File: config.mk
export PLATFORM = sky130hd
export DESIGN_NAME = spear_wave_scheduler
export DESIGN_NICKNAME = d
export VERILOG_FILES = /design/src/rtl/spear_wave_scheduler_pkg.sv /design/src/rtl/spear_wave_scheduler_rom.sv /design/src/rtl/spear_wave_scheduler.sv
export SDC_FILE = /design/constraint.sdc
export NUM_CORES = 1
export LEC_CHECK = 0
export ABC_AREA = 1
export CORE_MARGIN = 1
export CORE_UTILIZATION = 55
export CTS_CLUSTER_SIZE = 14
export DETAILED_ROUTE_END_ITERATION = 7
export PLACE_DENSITY = 0.77
export SYNTH_ARGS = -nofsm -noshare
export SYNTH_HDL_FRONTEND = slang
export SYNTH_SLANG_ARGS = --single-unit
export TNS_END_PERCENT = 50
File: constraint.sdc
create_clock -name clk -period 3.76 [get_ports clk]
set_input_delay 0.94 -clock clk [delete_from_list [all_inputs] [get_ports clk]]
set_output_delay 0.94 -clock clk [all_outputs]
set_load 0.01 [all_outputs]
File: src/rtl/spear_wave_scheduler_pkg.sv
// Shared types for the enemy spear wave scheduler: wave table entry, FSM states, directions.
package spear_sched_pkg;

    localparam logic [1:0] DIR_UP    = 2'd0;
    localparam logic [1:0] DIR_DOWN  = 2'd1;
    localparam logic [1:0] DIR_LEFT  = 2'd2;
    localparam logic [1:0] DIR_RIGHT = 2'd3;

    typedef struct packed {
        logic [1:0] dir;
        logic [2:0] speed;
        logic [5:0] delay;
        logic       last;
    } wave_entry_t;

    localparam int WAVE_W = $bits(wave_entry_t);

    typedef enum logic [2:0] {
        ST_IDLE,
        ST_FETCH,
        ST_LOAD,
        ST_WAIT,
        ST_ALLOC,
        ST_DRAIN,
        ST_DONE
    } state_e;

endpackage

File: src/rtl/spear_wave_scheduler_rom.sv
// wave_pattern_rom: per-turn wave table, registered read (data valid one cycle after address).
module wave_pattern_rom
    import spear_sched_pkg::*;
#(
    parameter int TURN_W = 4,
    parameter int IDX_W  = 3
) (
    input  logic              clk,
    input  logic [TURN_W-1:0] turn_i,
    input  logic [IDX_W-1:0]  wave_i,
    output logic [WAVE_W-1:0] entry_o
);

    // Turn 0 is hand-authored; other turns come from a simple arithmetic pattern.
    function automatic wave_entry_t lookup(input logic [TURN_W-1:0] t, input logic [IDX_W-1:0] w);
        wave_entry_t e;
        if (t == '0) begin
            case (32'(w))
                0:       e = '{dir: DIR_UP,    speed: 3'd2, delay: 6'd0, last: 1'b0};
                1:       e = '{dir: DIR_LEFT,  speed: 3'd3, delay: 6'd4, last: 1'b0};
                2:       e = '{dir: DIR_RIGHT, speed: 3'd1, delay: 6'd0, last: 1'b1};
                default: e = '{dir: DIR_UP,    speed: 3'd1, delay: 6'd0, last: 1'b1};
            endcase
        end else begin
            e.dir   = 2'(32'(t) + 32'(w));
            e.speed = 3'((32'(w) % 5) + 1);
            e.delay = 6'((2 * 32'(t)) + 32'(w));
            e.last  = (32'(w) == ((32'(t) % 4) + 2));
        end
        return e;
    endfunction

    logic [WAVE_W-1:0] entry_q;

    always_ff @(posedge clk) begin
        entry_q <= lookup(turn_i, wave_i);
    end

    assign entry_o = entry_q;

endmodule

File: src/rtl/spear_wave_scheduler.sv
// Enemy-phase spear wave sequencer: waits per-wave delays, allocates slots, issues spawn pulses.
// Optional drain watchdog enabled by defining SPEAR_SCHED_TIMEOUT_EN.
module spear_wave_scheduler
    import spear_sched_pkg::*;
#(
    parameter int NUM_SLOTS      = 4,
    parameter int NUM_TURNS      = 9,
    parameter int WAVES_PER_TURN = 8,
    parameter int TIMEOUT_FRAMES = 255
) (
    input  logic                         clk,
    input  logic                         rst,
    input  logic                         frame_tick_in,
    input  logic                         start_in,
    input  logic [3:0]                   turn_in,
    input  logic [NUM_SLOTS-1:0]         slot_busy_in,
    output logic                         spawn_valid_out,
    output logic [$clog2(NUM_SLOTS)-1:0] spawn_slot_out,
    output logic [1:0]                   spawn_dir_out,
    output logic [2:0]                   spawn_speed_out,
    output logic                         busy_out,
    output logic                         finished_out,
    output logic                         timeout_out
);

    localparam int SLOT_W = $clog2(NUM_SLOTS);
    localparam int IDX_W  = (WAVES_PER_TURN > 1) ? $clog2(WAVES_PER_TURN) : 1;
    localparam int CNT_W  = (TIMEOUT_FRAMES > 63) ? $clog2(TIMEOUT_FRAMES + 1) : 6;

    state_e             state_q, state_d;
    logic [3:0]         turn_q, turn_d;
    logic [IDX_W-1:0]   idx_q, idx_d;
    wave_entry_t        entry_q, entry_d;
    logic [CNT_W-1:0]   cnt_q, cnt_d;
    logic [NUM_SLOTS-1:0] reserved_q, reserved_d;
    logic               spawn_valid_q, spawn_valid_d;
    logic [SLOT_W-1:0]  spawn_slot_q, spawn_slot_d;
    logic [1:0]         spawn_dir_q, spawn_dir_d;
    logic [2:0]         spawn_speed_q, spawn_speed_d;
    logic               busy_q, busy_d;
    logic               finished_q, finished_d;

    logic [WAVE_W-1:0]  rom_data;
    wave_entry_t        rom_entry;
    logic [NUM_SLOTS-1:0] free_slots;
    logic               alloc_found;
    logic [SLOT_W-1:0]  alloc_slot;

    wave_pattern_rom #(
        .TURN_W (4),
        .IDX_W  (IDX_W)
    ) u_rom (
        .clk     (clk),
        .turn_i  (turn_q),
        .wave_i  (idx_q),
        .entry_o (rom_data)
    );

    assign rom_entry = wave_entry_t'(rom_data);

    // A slot stays reserved from its spawn until the datapath first reports it busy.
    assign free_slots = ~slot_busy_in & ~reserved_q;

    always_comb begin
        alloc_found = 1'b0;
        alloc_slot  = '0;
        for (int i = NUM_SLOTS - 1; i >= 0; i--) begin
            if (free_slots[i]) begin
                alloc_found = 1'b1;
                alloc_slot  = SLOT_W'(i);
            end
        end
    end

`ifdef SPEAR_SCHED_TIMEOUT_EN
    logic timeout_q, timeout_d;
`endif

    always_comb begin
        state_d       = state_q;
        turn_d        = turn_q;
        idx_d         = idx_q;
        entry_d       = entry_q;
        cnt_d         = cnt_q;
        reserved_d    = reserved_q & ~slot_busy_in;
        spawn_valid_d = 1'b0;
        spawn_slot_d  = '0;
        spawn_dir_d   = '0;
        spawn_speed_d = '0;
`ifdef SPEAR_SCHED_TIMEOUT_EN
        timeout_d     = timeout_q;
`endif
        unique case (state_q)
            ST_IDLE: begin
                if (start_in) begin
                    turn_d = turn_in;
                    idx_d  = '0;
`ifdef SPEAR_SCHED_TIMEOUT_EN
                    timeout_d = 1'b0;
`endif
                    state_d = ({28'd0, turn_in} >= 32'(NUM_TURNS)) ? ST_DONE : ST_FETCH;
                end
            end
            ST_FETCH: state_d = ST_LOAD;
            ST_LOAD: begin
                entry_d = rom_entry;
                cnt_d   = '0;
                state_d = (rom_entry.delay == 6'd0) ? ST_ALLOC : ST_WAIT;
            end
            ST_WAIT: begin
                if (frame_tick_in) begin
                    cnt_d = cnt_q + CNT_W'(1);
                    if (cnt_d == CNT_W'(entry_q.delay)) state_d = ST_ALLOC;
                end
            end
            ST_ALLOC: begin
                if (alloc_found) begin
                    spawn_valid_d          = 1'b1;
                    spawn_slot_d           = alloc_slot;
                    spawn_dir_d            = entry_q.dir;
                    spawn_speed_d          = entry_q.speed;
                    reserved_d[alloc_slot] = 1'b1;
                    if (entry_q.last || (idx_q == IDX_W'(WAVES_PER_TURN - 1))) begin
                        cnt_d   = '0;
                        state_d = ST_DRAIN;
                    end else begin
                        idx_d   = idx_q + IDX_W'(1);
                        state_d = ST_FETCH;
                    end
                end
            end
            ST_DRAIN: begin
                if ((slot_busy_in == '0) && (reserved_q == '0)) begin
                    state_d = ST_DONE;
                end
`ifdef SPEAR_SCHED_TIMEOUT_EN
                else if (frame_tick_in) begin
                    cnt_d = cnt_q + CNT_W'(1);
                    if (cnt_d == CNT_W'(TIMEOUT_FRAMES)) begin
                        reserved_d = '0;
                        timeout_d  = 1'b1;
                        state_d    = ST_DONE;
                    end
                end
`endif
            end
            ST_DONE: state_d = ST_IDLE;
            default: state_d = ST_IDLE;
        endcase
        busy_d     = (state_d != ST_IDLE);
        finished_d = (state_d == ST_DONE);
    end

    always_ff @(posedge clk) begin
        if (rst) begin
            state_q       <= ST_IDLE;
            turn_q        <= '0;
            idx_q         <= '0;
            entry_q       <= '0;
            cnt_q         <= '0;
            reserved_q    <= '0;
            spawn_valid_q <= 1'b0;
            spawn_slot_q  <= '0;
            spawn_dir_q   <= '0;
            spawn_speed_q <= '0;
            busy_q        <= 1'b0;
            finished_q    <= 1'b0;
        end else begin
            state_q       <= state_d;
            turn_q        <= turn_d;
            idx_q         <= idx_d;
            entry_q       <= entry_d;
            cnt_q         <= cnt_d;
            reserved_q    <= reserved_d;
            spawn_valid_q <= spawn_valid_d;
            spawn_slot_q  <= spawn_slot_d;
            spawn_dir_q   <= spawn_dir_d;
            spawn_speed_q <= spawn_speed_d;
            busy_q        <= busy_d;
            finished_q    <= finished_d;
        end
    end

`ifdef SPEAR_SCHED_TIMEOUT_EN
    always_ff @(posedge clk) begin
        if (rst) timeout_q <= 1'b0;
        else     timeout_q <= timeout_d;
    end
    assign timeout_out = timeout_q;
`else
    assign timeout_out = 1'b0;
`endif

    assign spawn_valid_out = spawn_valid_q;
    assign spawn_slot_out  = spawn_slot_q;
    assign spawn_dir_out   = spawn_dir_q;
    assign spawn_speed_out = spawn_speed_q;
    assign busy_out        = busy_q;
    assign finished_out    = finished_q;

endmodule

# After elaboration in Yosys (flattened, before gate mapping)
# Index checks and enable logic that the tools add are counted.
totals:
  wordCells: 98
  input_bits: 12
  out_inout_bits: 11
  ff_bits: 56
classes:
  bitwise_logic: 7
  mux: 32
  eq_ne: 16
  n_div: 1
  add_sub_neg: 6
  magnitude_cmp: 3
  reduce_logical: 17
op_table:
  columns: ["operator", "count"]
  rows:
  - ["12-bit one-hot mux with 3 select lines", 1]
  - ["3-bit 2-to-1 mux", 11]
  - ["3-bit by 3-bit modulo with 32-bit output, second input constant", 1]
  - ["8-bit 2-to-1 mux", 3]
  - ["8-bit one-hot mux with 3 select lines", 1]
  - ["3-bit one-hot mux with 6 select lines", 1]
  - ["3-bit equality test, second input constant", 4]
  - ["4-bit logical NOT", 3]
  - ["12-bit 2-to-1 mux", 1]
  - ["2-bit != test, second input constant", 5]
  - ["3-bit by 2-bit equality test with 1-bit output, second input constant", 3]
  - ["8-bit by 1-bit adder with 8-bit output, second input constant", 1]
  - ["4-bit bitwise AND", 2]
  - ["8-bit by 6-bit equality test with 1-bit output", 1]
  - ["2-bit 2-to-1 mux", 4]
  - ["4-bit 2-to-1 mux", 2]
  - ["4-bit NOT", 2]
  - ["4-bit AND reduction", 2]
  - ["3-bit by 1-bit adder with 3-bit output, second input constant", 2]
  - ["5-bit by 3-bit adder with 6-bit output", 1]
  - ["3-bit by 1-bit equality test with 1-bit output, second input constant", 2]
  - ["3-bit logical NOT", 2]
  - ["6-bit logical NOT", 1]
  - ["1-bit 2-to-1 mux", 6]
  - ["other kinds (17)", 20]

# Logic depth before layout (Yosys ltp)
# Gate-level depths: netlist of the first run.
depth:
  ltp_word: 13
  mapped_depth: 14

# Hierarchy
# A second synthesis of the first run with hierarchy kept.
hier_totals:
  cells_unflattened: 371
  hier_area_um2: 2741.4
by_module_without_submodules:
  columns: ["mod", "instances", "cells_each", "area_per_inst_um2"]
  rows:
  - ["spear_wave_scheduler", 1, 279, 2030.7]
  - ["wave_pattern_rom", 1, 92, 710.7]

# Least setup slack after synthesis of the first run
# Ideal clock, no wire load.
synth_timing:
  path_kind: "input to register"
  from: "input port slot_busy_in[2]"
  to: "register busy_q, in the netlist busy_out"
  setup_ns: 0.112
  setup_slack_ns: 1.836
  stages: 10
  path_buffers: 0
  arrival_time_ns: 1.812
  path_cell_list: "inv_1 > nand2_1 > o21ai_0 > nor3_1 > or2_1 > inv_1 > nor2_1 > nand4_1 > nand2_1 > nand2_1"
synth_via:
  elab_chain_len: 8
synth_lines:
  columns: ["item", "line_no", "rtl"]
  rows:
  - ["start: declaration", "spear_wave_scheduler.sv:16", "input logic [NUM_SLOTS-1:0] slot_busy_in,"]
  - ["4-bit NOT", "spear_wave_scheduler.sv:62", "assign free_slots = ~slot_busy_in & ~reserved_q;"]
  - ["4-bit bitwise AND", "spear_wave_scheduler.sv:62", null]
  - ["1-bit 2-to-1 mux (3 in series)", "spear_wave_scheduler.sv:68", "if (free_slots[i]) begin"]
  - ["3-bit 2-to-1 mux", "spear_wave_scheduler.sv:117", "if (alloc_found) begin"]
  - ["3-bit one-hot mux with 6 select lines *", "spear_wave_scheduler.sv:93", "unique case (state_q)"]
  - ["3-bit nonzero test *", "spear_wave_scheduler.sv:150", "busy_d = (state_d != ST_IDLE);"]
  - ["end signal: assignment", "spear_wave_scheduler.sv:179", "busy_q <= busy_d;"]
  - ["end: declaration", "spear_wave_scheduler.sv:40", "logic busy_q, busy_d;"]
# Mark *: on every way between the ends. The rest lies on a longest branch, timed or not.
# A chain may end at the register's enable or synchronous reset.

# Worst setup path after layout of the first run
# Ends and elaborated chain as after synthesis.

==> results of run 1 <==
state kept, by name, summed over array words and instances (netlist names), 3 cells and up:
signal / flops
idx_q: 3
turn_q: 4
state_q: 3
entry_q: 12
cnt_q: 8
spawn_speed_out: 3
u_rom.entry_o: 12
reserved_q: 4
stage by stage:
| stage | total power [W] | cell area, um2 |
|---|---|---|
| 2_1_floorplan | 0.00113 | 2630 |
| 3_3_place_gp | 0.00124 | 2870 |
| 3_5_place_dp | 0.00125 | 2870 |
| 4_1_cts | 0.00159 | 2970 |
| 5_1_grt | 0.00169 | 2970 |
| 6_report | 0.00158 | 2970 |
critical path: cells and delay by family:
kind	cells	cell delay, ns
AND/OR/NAND/NOR	7	0.88
buffers and inverters	3	0.61
AO/OA/AOI/OAI	1	0.12
layout make-up:
cell class | instances | area, um2 | share of cell area, %
Clock buffer | 5 | 68.8 | 2.32
Clock inverter | 3 | 26.3 | 0.885
Sequential cell | 56 | 1120 | 37.8
Timing Repair Buffer | 22 | 218 | 7.33
Tap cell | 52 | 65.1 | 2.19
Inverter | 50 | 188 | 6.32
Multi-Input combinational cell | 235 | 1280 | 43.2
worst max-delay path by stage:
stage                          startpoint        to  slack, ns  cells after the start
after detailed placement  slot_busy_in[2]  busy_out       1.13                     11
after global routing      slot_busy_in[2]  busy_out       1.30                     11
after CTS                 slot_busy_in[2]  busy_out       1.43                     11
after global placement    slot_busy_in[2]  busy_out       1.16                     11
final                     slot_busy_in[2]  busy_out       1.42                     11
after floorplan           slot_busy_in[2]  busy_out       1.84                     10
power groups by stage:
stage | clock [W] | combinational [W] | sequential [W]
6_report | 0.000336 | 0.000481 | 0.000763
5_1_grt | 0.000366 | 0.000547 | 0.000775
4_1_cts | 0.000343 | 0.000480 | 0.000763
3_5_place_dp | 0 | 0.000477 | 0.000776
3_3_place_gp | 0 | 0.000468 | 0.000773
2_1_floorplan | 0 | 0.000360 | 0.000766
cell families (layout without fill, tap and decap cells):
kind of cell / after synthesis / after routing / synth area share, %
AO/OA/AOI/OAI: 67 / 67 / 14.5
adder cells (fa/ha/maj): 13 / 13 / 6.48
flip-flops: 56 / 56 / 42.7
other: 1 / 1 / 0.143
buffers and inverters: 56 / 80 / 8.44
AND/OR/NAND/NOR: 149 / 149 / 26.0
XOR/XNOR: 5 / 5 / 1.67
cells in the final DEF, fill, tap and decap left out, types with 2 or more instances in the layout:
master,netlist,routed
nand3_1,20,20
xnor2_1,3,3
o21ai_0,25,25
clkinv_4,0,2
ha_1,12,12
nor2_1,36,36
nor2_2,3,3
o21bai_1,2,2
dfxtp_1,56,56
a21oi_1,30,30
o21ai_1,3,3
clkdlybuf4s50_1,0,21
clkbuf_8,0,5
nor3_1,4,4
nand4_1,4,4
nor2_4,3,3
inv_1,47,47
nand2_1,70,70
o32ai_1,2,2
inv_2,3,3
xor2_1,2,2
nand2_2,2,2
layer usage:
layer	vias up	part of all wire, %	track usage [%]
met5	-	0	0
li1	1165	-	-
met3	5	3.6	4.27
met1	1003	48	28.2
met2	41	47	39.6
met4	0	0.90	4.67
==> impl_results.rst, run 1 <==
.. list-table::
   :header-rows: 1

   * - Metric
     - Value
   * - Area Overhead vs Synth
     - 13.1%
   * - Reg2reg start
     - idx_q[0]
   * - Post-CTS repair timing setup buffer count
     - 0
   * - Worst-case reg-to-reg path depth
     - 9
   * - # setup viols final
     - 0
   * - Combinational cell fraction of total power
     - 30.4%
   * - Reported max-cap violation count
     - 0
   * - Class of the most critical setup path
     - input port to flop
   * - Leakage power figure
     - 1.26 nW
   * - Antenna cell count
     - 0
   * - CTS tree
     - yes
   * - Hold/Removal Path Class
     - flop to flop
   * - Most used flip-flop cell after synthesis
     - dfxtp_1
   * - HPWL Detailed
     - 3.80 mm
   * - Count of nets after finishing
     - 395
   * - Setup slack of the critical path after layout
     - 1.42 ns
   * - Final Slew Violations
     - 0
   * - Vias in the first global route
     - 2088
   * - Count of synthesis-stage warnings from yosys
     - 0
   * - Post-Synthesis Net Count
     - 372
   * - Worst Hold End
     - spawn_speed_out[1]
   * - Top-area cell type share of the netlist area
     - 42.7%
   * - Crit path top cell by count
     - nand2_1
   * - Result of the run
     - finished with violations
   * - Overall via count from detail_route
     - 2214
   * - Register area share after synthesis
     - 42.7%
   * - Non-Filler Instances
     - 423
   * - Remaining global-route overflow
     - 0
   * - Number of enable-type register cells in the synthesized netlist
     - 0
   * - Cts bufs inserted
     - 5
   * - FF+latch count, synth
     - 56
   * - Cells after synthesis
     - 347
   * - Category of the worst setup path capture point
     - flop
   * - Transition at the pin with the smallest max-transition slack
     - 0.641 ns
   * - RSZ-0062 raised after global routing
     - false
   * - Final critical path time including I/O delays and setup
     - 2.34 ns
   * - Initial antenna violation count
     - 0
   * - Count of placed standard cells including taps
     - 415
   * - Cell taking the most area after synthesis
     - dfxtp_1
   * - Top cells by count, synth
     - nand2_1 (70), dfxtp_1 (56), inv_1 (47)
   * - Drt drc
     - 6
   * - Net switching power
     - 0.000568 W
   * - CTS clock-pin slew for the worst setup and hold paths
     - 0.10 ns
   * - CTS H-Tree Depth
     - 2
   * - Maximum number of pins on one net before global-route repair
     - 24
   * - Clock insertion delay at the later pin of the skew report
     - 0.31 ns
   * - Average vias per placed instance
     - 5.23
   * - Internal power of the cells
     - 0.00101 W
   * - Final core utilization
     - 66.4%
   * - Number of routed nets with antenna violations
     - 0
   * - Overall die area
     - 5050 um2
   * - Die boundary height
     - 71.1 um
   * - Power density relative to cell area
     - 532 nW/um2
   * - Wire length after detailed routing
     - 5.02 mm
   * - Syn avg cell area
     - 7.56 um2
   * - Effective utilization at floorplan
     - 58.7%
   * - Required time of the critical path
     - 3.97 ns
   * - Post-synthesis cell type count
     - 36
   * - Layout cell share with drive strength beyond 1
     - 7.55%
   * - Worst setup slack before clock tree synthesis
     - 1.13 ns
   * - GPL Wtd Cong
     - 0.848
   * - First-pass GRT wire length
     - 9.00 mm
   * - Total core area
     - 4470 um2
   * - Final-layout setup total negative slack
     - 0 ns
   * - Post-CTS Hold Fix Bufs
     - 0
   * - Cell type of the slowest stage on the worst timing path
     - clkdlybuf4s50_1
   * - Top area cells in the synthesized netlist
     - dfxtp_1 (43%), nand2_1 (10%), inv_1 (6.7%), a21oi_1 (5.7%), ha_1 (5.7%)
   * - List of cells traversed by the critical path
     - clkdlybuf4s50_1 > inv_1 > nand2_1 > o21ai_0 > nor3_1 > or2_1 > inv_1 > nor2_1 > nand4_1 > nand2_1 > nand2_1
   * - Final hold viol count
     - 0
   * - Highest ir drop seen on vdd
     - 0.385 mV
   * - Violated checks
     - design-rule violations
   * - Overall die width
     - 71.1 um
   * - Post-CTS sizing
     - 0
   * - Post-synthesis instance area
     - 2630 um2
   * - CTS root buf
     - clkbuf_8
   * - Hold depth
     - 2
   * - Row count
     - 24
   * - Routed wire length per instance
     - 11.9 um
   * - Share of flip-flops with an asynchronous set or reset
     - 0%
   * - Global-route usage over all layers
     - 22.3%
   * - Port bufs
     - 21
   * - Delay contributed by the slowest stage of the critical path
     - 0.48 ns
   * - Sequential power share
     - 48.3%
   * - Clock skew after layout
     - 0.00620 ns
   * - Reg2reg setup slack
     - 1.80 ns
   * - Share of the clock period used by the worst path
     - 62.3%
   * - R2R Path End
     - u_rom.entry_o[8]
   * - Switching Fraction
     - 36.0%
   * - Arrival time of data at the critical path endpoint
     - 2.55 ns
   * - Library cell with the highest instance count after synthesis
     - nand2_1
   * - Slew HR
     - 57.2%
   * - IO Count
     - 23
   * - Total clock sinks
     - 56
   * - Tightest hold margin
     - 0.440 ns
   * - Clk network pwr share
     - 21.3%
   * - Clock Tree Buf Depth
     - 2
   * - Maximum achievable frequency
     - 427 MHz
   * - Critical hold path startpoint
     - entry_q[8]
   * - Count of TritonRoute iterations in the first routing pass
     - 6
   * - Crit-path max FO
     - 4
   * - Setup crit start kind
     - input port
   * - FILL cells
     - 407
   * - Number of design-rule violations left by the first detailed-router iteration
     - 154
Note: power is estimated with default switching activity, not from simulation.
==> run 2, diff against run 1 <==
clock period = 2.2 ns   (was 3.76 ns; I/O delays follow)
==> run 2 against run 1 <==
The flow still finishes with violations (design-rule violations). Count of clock-buffer cells in the layout up 1. Routed wire length down 2.4%. Largest power group unchanged. Total power up 71%. Final cell count up 1.9%. Clock skew down 0.00095 ns. Clock power up 60%. Highest routed layer unchanged. Via count down 0.72%. Critical endpoint is now u_rom.entry_o[8]. Utilization up 1.2 points. Largest cell class unchanged.
==> impl_results.rst, run 2 (synthesis results as in run 1) <==
.. list-table::
   :header-rows: 1

   * - Metric
     - Value
   * - Internal power of the cells
     - 0.00176 W (+74%)
   * - Overall power after layout
     - 0.00270 W (+71%)
   * - Clk network pwr share
     - 19.9% (-1.4 points)
   * - Maximum number of pins on one net before global-route repair
     - 20 (-17%)
   * - Average vias per placed instance
     - 5.10 (-2.6%)
   * - Clock insertion delay at the later pin of the skew report
     - 0.30 ns (about the same)
   * - Initial antenna violation count
     - 0 (unchanged)
   * - First-pass GRT wire length
     - 8.64 mm (-4.1%)
   * - Post-CTS Hold Fix Bufs
     - 0 (unchanged)
   * - Setup crit start kind
     - flop
   * - Non-Filler Instances
     - 431 (+1.9%)
   * - Drt drc
     - 3 (-3)
   * - Leakage power figure
     - 1.29 nW (+2.5%)
   * - Violated checks
     - design-rule violations
   * - Arrival time of data at the critical path endpoint
     - 2.12 ns (-0.43 ns)
   * - Crit-path max FO
     - 6 (+2)
   * - Most frequent cells in the layout
     - nand2_1 (70), dfxtp_1 (56), inv_1 (47), nor2_1 (36), a21oi_1 (30)
   * - FILL cells
     - 381 (-6.4%)
   * - Net switching power
     - 0.000940 W (+65%)
   * - Count of TritonRoute iterations in the first routing pass
     - 6 (unchanged)
   * - Row count
     - 24 (unchanged)
   * - CTS tree
     - yes
   * - Remaining global-route overflow
     - 0 (unchanged)
   * - CTS root buf
     - clkbuf_8
   * - Maximum achievable frequency
     - 517 MHz
   * - Power density relative to cell area
     - 894 nW/um2 (+68%)
   * - Final-layout setup total negative slack
     - 0 ns (unchanged)
   * - Layout cell share with drive strength beyond 1
     - 9.23% (+1.7 points)
   * - Overall die area
     - 5050 um2 (unchanged)
   * - Total clock sinks
     - 56 (unchanged)
   * - Slew HR
     - 67.1% (+9.9 points)
   * - Number of design-rule violations left by the first detailed-router iteration
     - 133 (-14%)
   * - Combinational cell fraction of total power
     - 32.1% (+1.7 points)
   * - Area Overhead vs Synth
     - 15.2%
   * - Total core area
     - 4470 um2 (unchanged)
   * - Overall via count from detail_route
     - 2198 (-0.72%)
   * - Result of the run
     - finished with violations
   * - Hold/Removal Path Class
     - flop to flop
   * - Delay contributed by the slowest stage of the critical path
     - 0.32 ns (-0.16 ns)
   * - Count of nets after finishing
     - 403 (+2.0%)
   * - Required time of the critical path
     - 2.39 ns (-1.58 ns)
   * - Post-CTS repair timing setup buffer count
     - 0 (unchanged)
   * - Highest ir drop seen on vdd
     - 0.561 mV (+46%)
   * - CTS clock-pin slew for the worst setup and hold paths
     - 0.09 ns (about the same)
   * - Final Slew Violations
     - 0 (unchanged)
   * - Die boundary height
     - 71.1 um (unchanged)
   * - Transition at the pin with the smallest max-transition slack
     - 0.489 ns (-0.151 ns)
   * - List of cells traversed by the critical path
     - inv_1 > ha_1 > inv_1 > ha_1 > a21oi_1 > xor2_1 > ha_1 > nand2_1 > o21ai_1
   * - Sequential power share
     - 48.0% (-0.3 points)
   * - Class of the most critical setup path
     - flop to flop
   * - Post-CTS sizing
     - 0 (unchanged)
   * - RSZ-0062 raised after global routing
     - false
   * - Crit path top cell by count
     - ha_1
   * - Routed wire length per instance
     - 11.4 um (-4.2%)
   * - Category of the worst setup path capture point
     - flop
   * - Count of placed standard cells including taps
     - 423 (+1.9%)
   * - Cell type of the slowest stage on the worst timing path
     - dfxtp_1
   * - Reported max-cap violation count
     - 0 (unchanged)
   * - Wire length after detailed routing
     - 4.90 mm (-2.4%)
   * - Global-route usage over all layers
     - 21.6% (-0.73 points)
   * - Clock skew after layout
     - 0.00525 ns (-0.000953 ns)
   * - Final core utilization
     - 67.6% (+1.2 points)
   * - IO Count
     - 23 (unchanged)
   * - Vias in the first global route
     - 2032 (-2.7%)
   * - Port bufs
     - 21 (unchanged)
   * - Switching Fraction
     - 34.8% (-1.2 points)
   * - GPL Wtd Cong
     - 0.825 (-2.7%)
   * - Most common cell after layout, fill and taps aside
     - nand2_1
   * - Final hold viol count
     - 0 (unchanged)
   * - Antenna cell count
     - 0 (unchanged)
   * - Number of routed nets with antenna violations
     - 0 (unchanged)
   * - Overall die width
     - 71.1 um (unchanged)
   * - Clock Tree Buf Depth
     - 2 (unchanged)
   * - # setup viols final
     - 0 (unchanged)
   * - Final critical path time including I/O delays and setup
     - 1.93 ns
   * - HPWL Detailed
     - 3.84 mm (+1.2%)
   * - Cts bufs inserted
     - 5 (unchanged)
   * - Share of the clock period used by the worst path
     - 87.9%
   * - Effective utilization at floorplan
     - 58.7% (unchanged)
   * - CTS H-Tree Depth
     - 2 (unchanged)
==> run 2: changes by cell type in the layout (fill, tap and decap cells not counted) <==
cell / previous run / this run
clkinvlp_4: 0 / 1
clkinv_4: 2 / 1
inv_6: 1 / 0
clkbuf_1: 0 / 1
buf_4: 1 / 9
==> run 2: layer usage <==
layer | global-route usage, % | part of all wire (%) | vias up
li1 | - | - | 1182
met1 | 26.2 | 48 | 966
met2 | 37.9 | 47 | 44
met3 | 3.42 | 3.4 | 6
met4 | 9.33 | 1.2 | 0
met5 | 0 | 0 | -
==> run 2: layout make-up <==
type                    count  area, um2  area share [%]
multi-input cells         235       1280            42.4
flip-flops and latches     56       1120            37.1
repair buffers             30        278            9.19
inverters                  50        188            6.21
clock buffers               6       72.6            2.40
well taps                  52       65.1            2.15
clock inverters             2       16.3           0.538
==> run 2: power groups by stage <==
stage	logic, W	clock network, W	registers, W
after global placement	0.000849	0	0.00132
after global routing	0.000980	0.000590	0.00132
after detailed placement	0.000859	0	0.00132
final	0.000867	0.000538	0.00130
after CTS	0.000864	0.000554	0.00130
after floorplan	0.000616	0	0.00131
==> run 2: final timing paths <==
check / startpoint / to / slack (ns) / cells after the start
worst max-delay path: idx_q[0] / u_rom.entry_o[8] / 0.27 / 9
worst min-delay path: entry_q[11] / spawn_dir_out[1] / 0.44 / 2
worst max register to register: idx_q[0] / u_rom.entry_o[8] / 0.27 / 9
worst min register to register: entry_q[11] / spawn_dir_out[1] / 0.44 / 2
==> run 2: through the flow <==
step | area (um2) | setup WS, ns | hold slack [ns]
6_report | 3020 | 0.265 | 0.439
3_3_place_gp | 2930 | 0.0512 | 0.427
2_1_floorplan | 2630 | 0.457 | 0.416
5_1_grt | 3020 | 0.0421 | 0.466
3_5_place_dp | 2930 | -0.0183 | 0.431
4_1_cts | 3020 | 0.266 | 0.446
==> run 2: worst max-delay path: cells and delay by family, from the launching register on <==
| family | cells | cell delay (ns) |
|---|---|---|
| flip-flops | 1 | 0.32 |
| AO/OA/AOI/OAI | 2 | 0.32 |
| buffers and inverters | 2 | 0.23 |
| XOR/XNOR | 1 | 0.24 |
| adder cells (fa/ha/maj) | 3 | 0.64 |
| AND/OR/NAND/NOR | 1 | 0.07 |
==> run 3, diff against run 2 <==
GPL_TIMING_DRIVEN = 1   (was not set)
PLACE_DENSITY = 0.76   (was 0.77)
SYNTH_HIERARCHICAL = 1   (was not set)
==> run 3 against run 2 <==
The flow now finishes without violations. Utilization decreased by 0.88 points. Largest cell class unchanged. Total power increased by 16%. Non-clock buffer count decreased by 1. First-iteration DRC count decreased by 29%. Flip-flop and latch count unchanged. Critical endpoint is now idx_q[0]. Worst setup slack improved by 0.031 ns. Critical path type unchanged. Cell area increased by 4.9%. Sequential power increased by 3%. Largest power group unchanged.
==> impl_results.rst, run 3 <==
.. list-table::
   :header-rows: 1

   * - Metric
     - Value
   * - Transition at the pin with the smallest max-transition slack
     - 0.547 ns (+0.0584 ns)
   * - Result of the run
     - finished clean
   * - Row count
     - 25 (+4.2%)
   * - Post-CTS sizing
     - 0 (unchanged)
   * - Die boundary height
     - 72.6 um (+2.1%)
   * - Most used flip-flop cell after synthesis
     - dfxtp_1
   * - Power density relative to cell area
     - 985 nW/um2 (+10%)
   * - Overall die width
     - 72.6 um (+2.1%)
   * - Most common cell after layout, fill and taps aside
     - nand2_1
   * - Category of the worst setup path capture point
     - flop
   * - Final critical path time including I/O delays and setup
     - 1.90 ns (-0.0306 ns)
   * - Top-area cell type share of the netlist area
     - 40.9% (-1.8 points)
   * - Number of enable-type register cells in the synthesized netlist
     - 0 (unchanged)
   * - Register area share after synthesis
     - 40.9% (-1.8 points)
   * - Top area cells in the synthesized netlist
     - dfxtp_1 (41%), nand2_1 (11%), inv_1 (6.3%), nor2_1 (6.2%), ha_1 (5.5%)
   * - Number of routed nets with antenna violations
     - 0 (unchanged)
   * - Overall die area
     - 5270 um2 (+4.3%)
   * - FILL cells
     - 446 (+17%)
   * - IO Count
     - 23 (unchanged)
   * - Crit-path max FO
     - 4 (-2)
   * - Vias in the first global route
     - 2123 (+4.5%)
   * - CTS H-Tree Depth
     - 2 (unchanged)
   * - Final-layout setup total negative slack
     - 0 ns (unchanged)
   * - Library cell with the highest instance count after synthesis
     - nand2_1
   * - Clk network pwr share
     - 21.9% (+2.0 points)
   * - Drt drc
     - 0 (-3)
   * - Number of design-rule violations left by the first detailed-router iteration
     - 95 (-29%)
   * - Syn avg cell area
     - 7.39 um2 (-2.3%)
   * - # setup viols final
     - 0 (unchanged)
   * - First-pass GRT wire length
     - 9.32 mm (+7.8%)
   * - Required time of the critical path
     - 2.44 ns (+0.05 ns)
   * - Average vias per placed instance
     - 5.03 (-1.3%)
   * - Clock insertion delay at the later pin of the skew report
     - 0.31 ns (about the same)
   * - Final Slew Violations
     - 0 (unchanged)
   * - Count of TritonRoute iterations in the first routing pass
     - 4 (-2)
   * - Setup crit start kind
     - flop
   * - Remaining global-route overflow
     - 0 (unchanged)
   * - Class of the most critical setup path
     - flop to flop
   * - RSZ-0062 raised after global routing
     - false
   * - Share of the clock period used by the worst path
     - 86.6% (-1.4 points)
   * - Post-synthesis instance area
     - 2740 um2 (+4.4%)
   * - Highest ir drop seen on vdd
     - 0.526 mV (-6.2%)
   * - CTS tree
     - yes
   * - Total clock sinks
     - 56 (unchanged)
   * - Top cells by count, synth
     - nand2_1 (80), dfxtp_1 (56), inv_1 (46)
   * - Combinational cell fraction of total power
     - 35.2% (+3.1 points)
   * - Routed wire length per instance
     - 11.4 um (+0.52%)
   * - HPWL Detailed
     - 4.11 mm (+7.1%)
   * - Effective utilization at floorplan
     - 57.7% (-1.0 points)
   * - Internal power of the cells
     - 0.00198 W (+12%)
   * - Clock Tree Buf Depth
     - 2 (unchanged)
   * - Net switching power
     - 0.00114 W (+22%)
   * - Total core area
     - 4750 um2 (+6.3%)
   * - Post-Synthesis Net Count
     - 396 (+6.5%)
   * - Reported max-cap violation count
     - 0 (unchanged)
   * - Sequential power share
     - 43.0% (-5.0 points)
   * - Wire length after detailed routing
     - 5.34 mm (+8.9%)
   * - Cell taking the most area after synthesis
     - dfxtp_1
   * - Port bufs
     - 21 (unchanged)
   * - Global-route usage over all layers
     - 22.8% (+1.2 points)
   * - Most frequent cells in the layout
     - nand2_1 (80), dfxtp_1 (56), inv_1 (46), nor2_1 (45)
   * - Slew HR
     - 63.5% (-3.7 points)
   * - Footprint of the multi-input gates
     - 1390 um2 (+8.5%)
   * - CTS clock-pin slew for the worst setup and hold paths
     - 0.10 ns (about the same)
   * - Area Overhead vs Synth
     - 15.7%
   * - GPL Wtd Cong
     - 0.870 (+5.5%)
   * - Antenna cell count
     - 0 (unchanged)
   * - Count of synthesis-stage warnings from yosys
     - 6 (+6)
   * - Storage element area
     - 1120 um2 (unchanged)
   * - FF+latch count, synth
     - 56 (unchanged)
   * - Leakage power figure
     - 1.39 nW (+7.6%)
   * - Count of nets after finishing
     - 424 (+5.2%)
   * - Post-CTS repair timing setup buffer count
     - 0 (unchanged)
   * - Overall via count from detail_route
     - 2350 (+6.9%)
   * - Maximum number of pins on one net before global-route repair
     - 26 (+30%)
   * - Arrival time of data at the critical path endpoint
     - 2.15 ns (+0.03 ns)
   * - Layout cell share with drive strength beyond 1
     - 10.5% (+1.3 points)
   * - Post-synthesis cell type count
     - 37 (+2.8%)
   * - Cells after synthesis
     - 371 (+6.9%)
   * - Maximum achievable frequency
     - 525 MHz (+1.6%)
   * - Switching Fraction
     - 36.6% (+1.8 points)
   * - Hold/Removal Path Class
     - flop to flop
   * - Initial antenna violation count
     - 0 (unchanged)
   * - Share of flip-flops with an asynchronous set or reset
     - 0% (unchanged)
   * - Clock skew after layout
     - 0.00560 ns (+0.000350 ns)
   * - Final hold viol count
     - 0 (unchanged)
   * - Overall power after layout
     - 0.00312 W (+16%)
   * - CTS root buf
     - clkbuf_8
   * - Post-CTS Hold Fix Bufs
     - 0 (unchanged)
   * - Reg2reg setup slack
     - 0.30 ns (+0.03 ns)
   * - Cts bufs inserted
     - 5 (unchanged)
## run 3: changes by cell type after synthesis, sizes merged, moves of 2 or more
cell,change
o21ai,-4
nor2,+7
nand2,+13
a21oi,-2
nand3,+8
o32ai,-2
nand3b,+3
clkbuf,+2
xnor2,-2
a31oi,+2
## run 3: layer usage
| layer | global-route usage, % | vias to the layer above | wire (um) |
|---|---|---|---|
| met1 | 29.3 | 1064 | 2690 |
| met5 | 0 | - | 0 |
| met2 | 37.8 | 37 | 2440 |
| met4 | 7.84 | 0 | 36 |
| met3 | 4.97 | 2 | 172 |
| li1 | - | 1247 | - |
## run 3: cell families (layout without fill, tap and decap cells)
family / Yosys count / count (layout) / synth area share [%]
simple gates: 179 / 179 / 30.8
other cells: 1 / 1 / 0.137
buf+inv: 58 / 87 / 8.35
compound gates: 61 / 61 / 12.6
flops: 56 / 56 / 40.9
fa+ha+maj: 13 / 13 / 6.21
xor+xnor: 3 / 3 / 0.959
## run 3: cell type report
| cell class | instances | area share (%) |
|---|---|---|
| Clock buffer | 5 | 2.17 |
| Clock inverter | 3 | 1.50 |
| Inverter | 50 | 5.92 |
| Multi-Input combinational cell | 257 | 43.9 |
| Sequential cell | 56 | 35.4 |
| Tap cell | 67 | 2.64 |
| Timing Repair Buffer | 29 | 8.52 |
## run 3: path summary, 6_finish.rpt
path	startpoint	end	cells after the start
max reg2reg	idx_q[0]	idx_q[0]	8
min	entry_q[11]	spawn_dir_out[1]	2
min reg2reg	entry_q[11]	spawn_dir_out[1]	2
max	idx_q[0]	idx_q[0]	8
## run 3: worst max-delay path, stage by stage, from the launching register on
cell	delay (ns)
dfxtp_1	0.37
buf_4	0.17
ha_1	0.20
ha_1	0.18
nor2_1	0.22
nand2_1	0.11
a21oi_1	0.29
o21ai_0	0.12
a31oi_1	0.17
## run 3: per-stage QoR
stage               hold slack, ns  std cells  area [um2]  utilization, %  setup slack (ns)
floorplan                    0.416        371        2740               -             0.419
global route                 0.480        467        3170            66.7             0.139
CTS                          0.448        467        3170            66.7             0.310
finish                       0.445        467        3170            66.7             0.296
detailed placement           0.433        459        3050            64.2            0.0253
global placement             0.426        459        3050            64.2            0.0443
## run 3: power by group through the flow
| stage | combinational (W) | sequential (W) | clock (W) |
|---|---|---|---|
| after detailed placement | 0.00110 | 0.00137 | 0 |
| after CTS | 0.00111 | 0.00134 | 0.000702 |
| after floorplan | 0.000851 | 0.00135 | 0 |
| after global routing | 0.00126 | 0.00137 | 0.000743 |
| after global placement | 0.00110 | 0.00136 | 0 |
| final | 0.00110 | 0.00134 | 0.000683 |
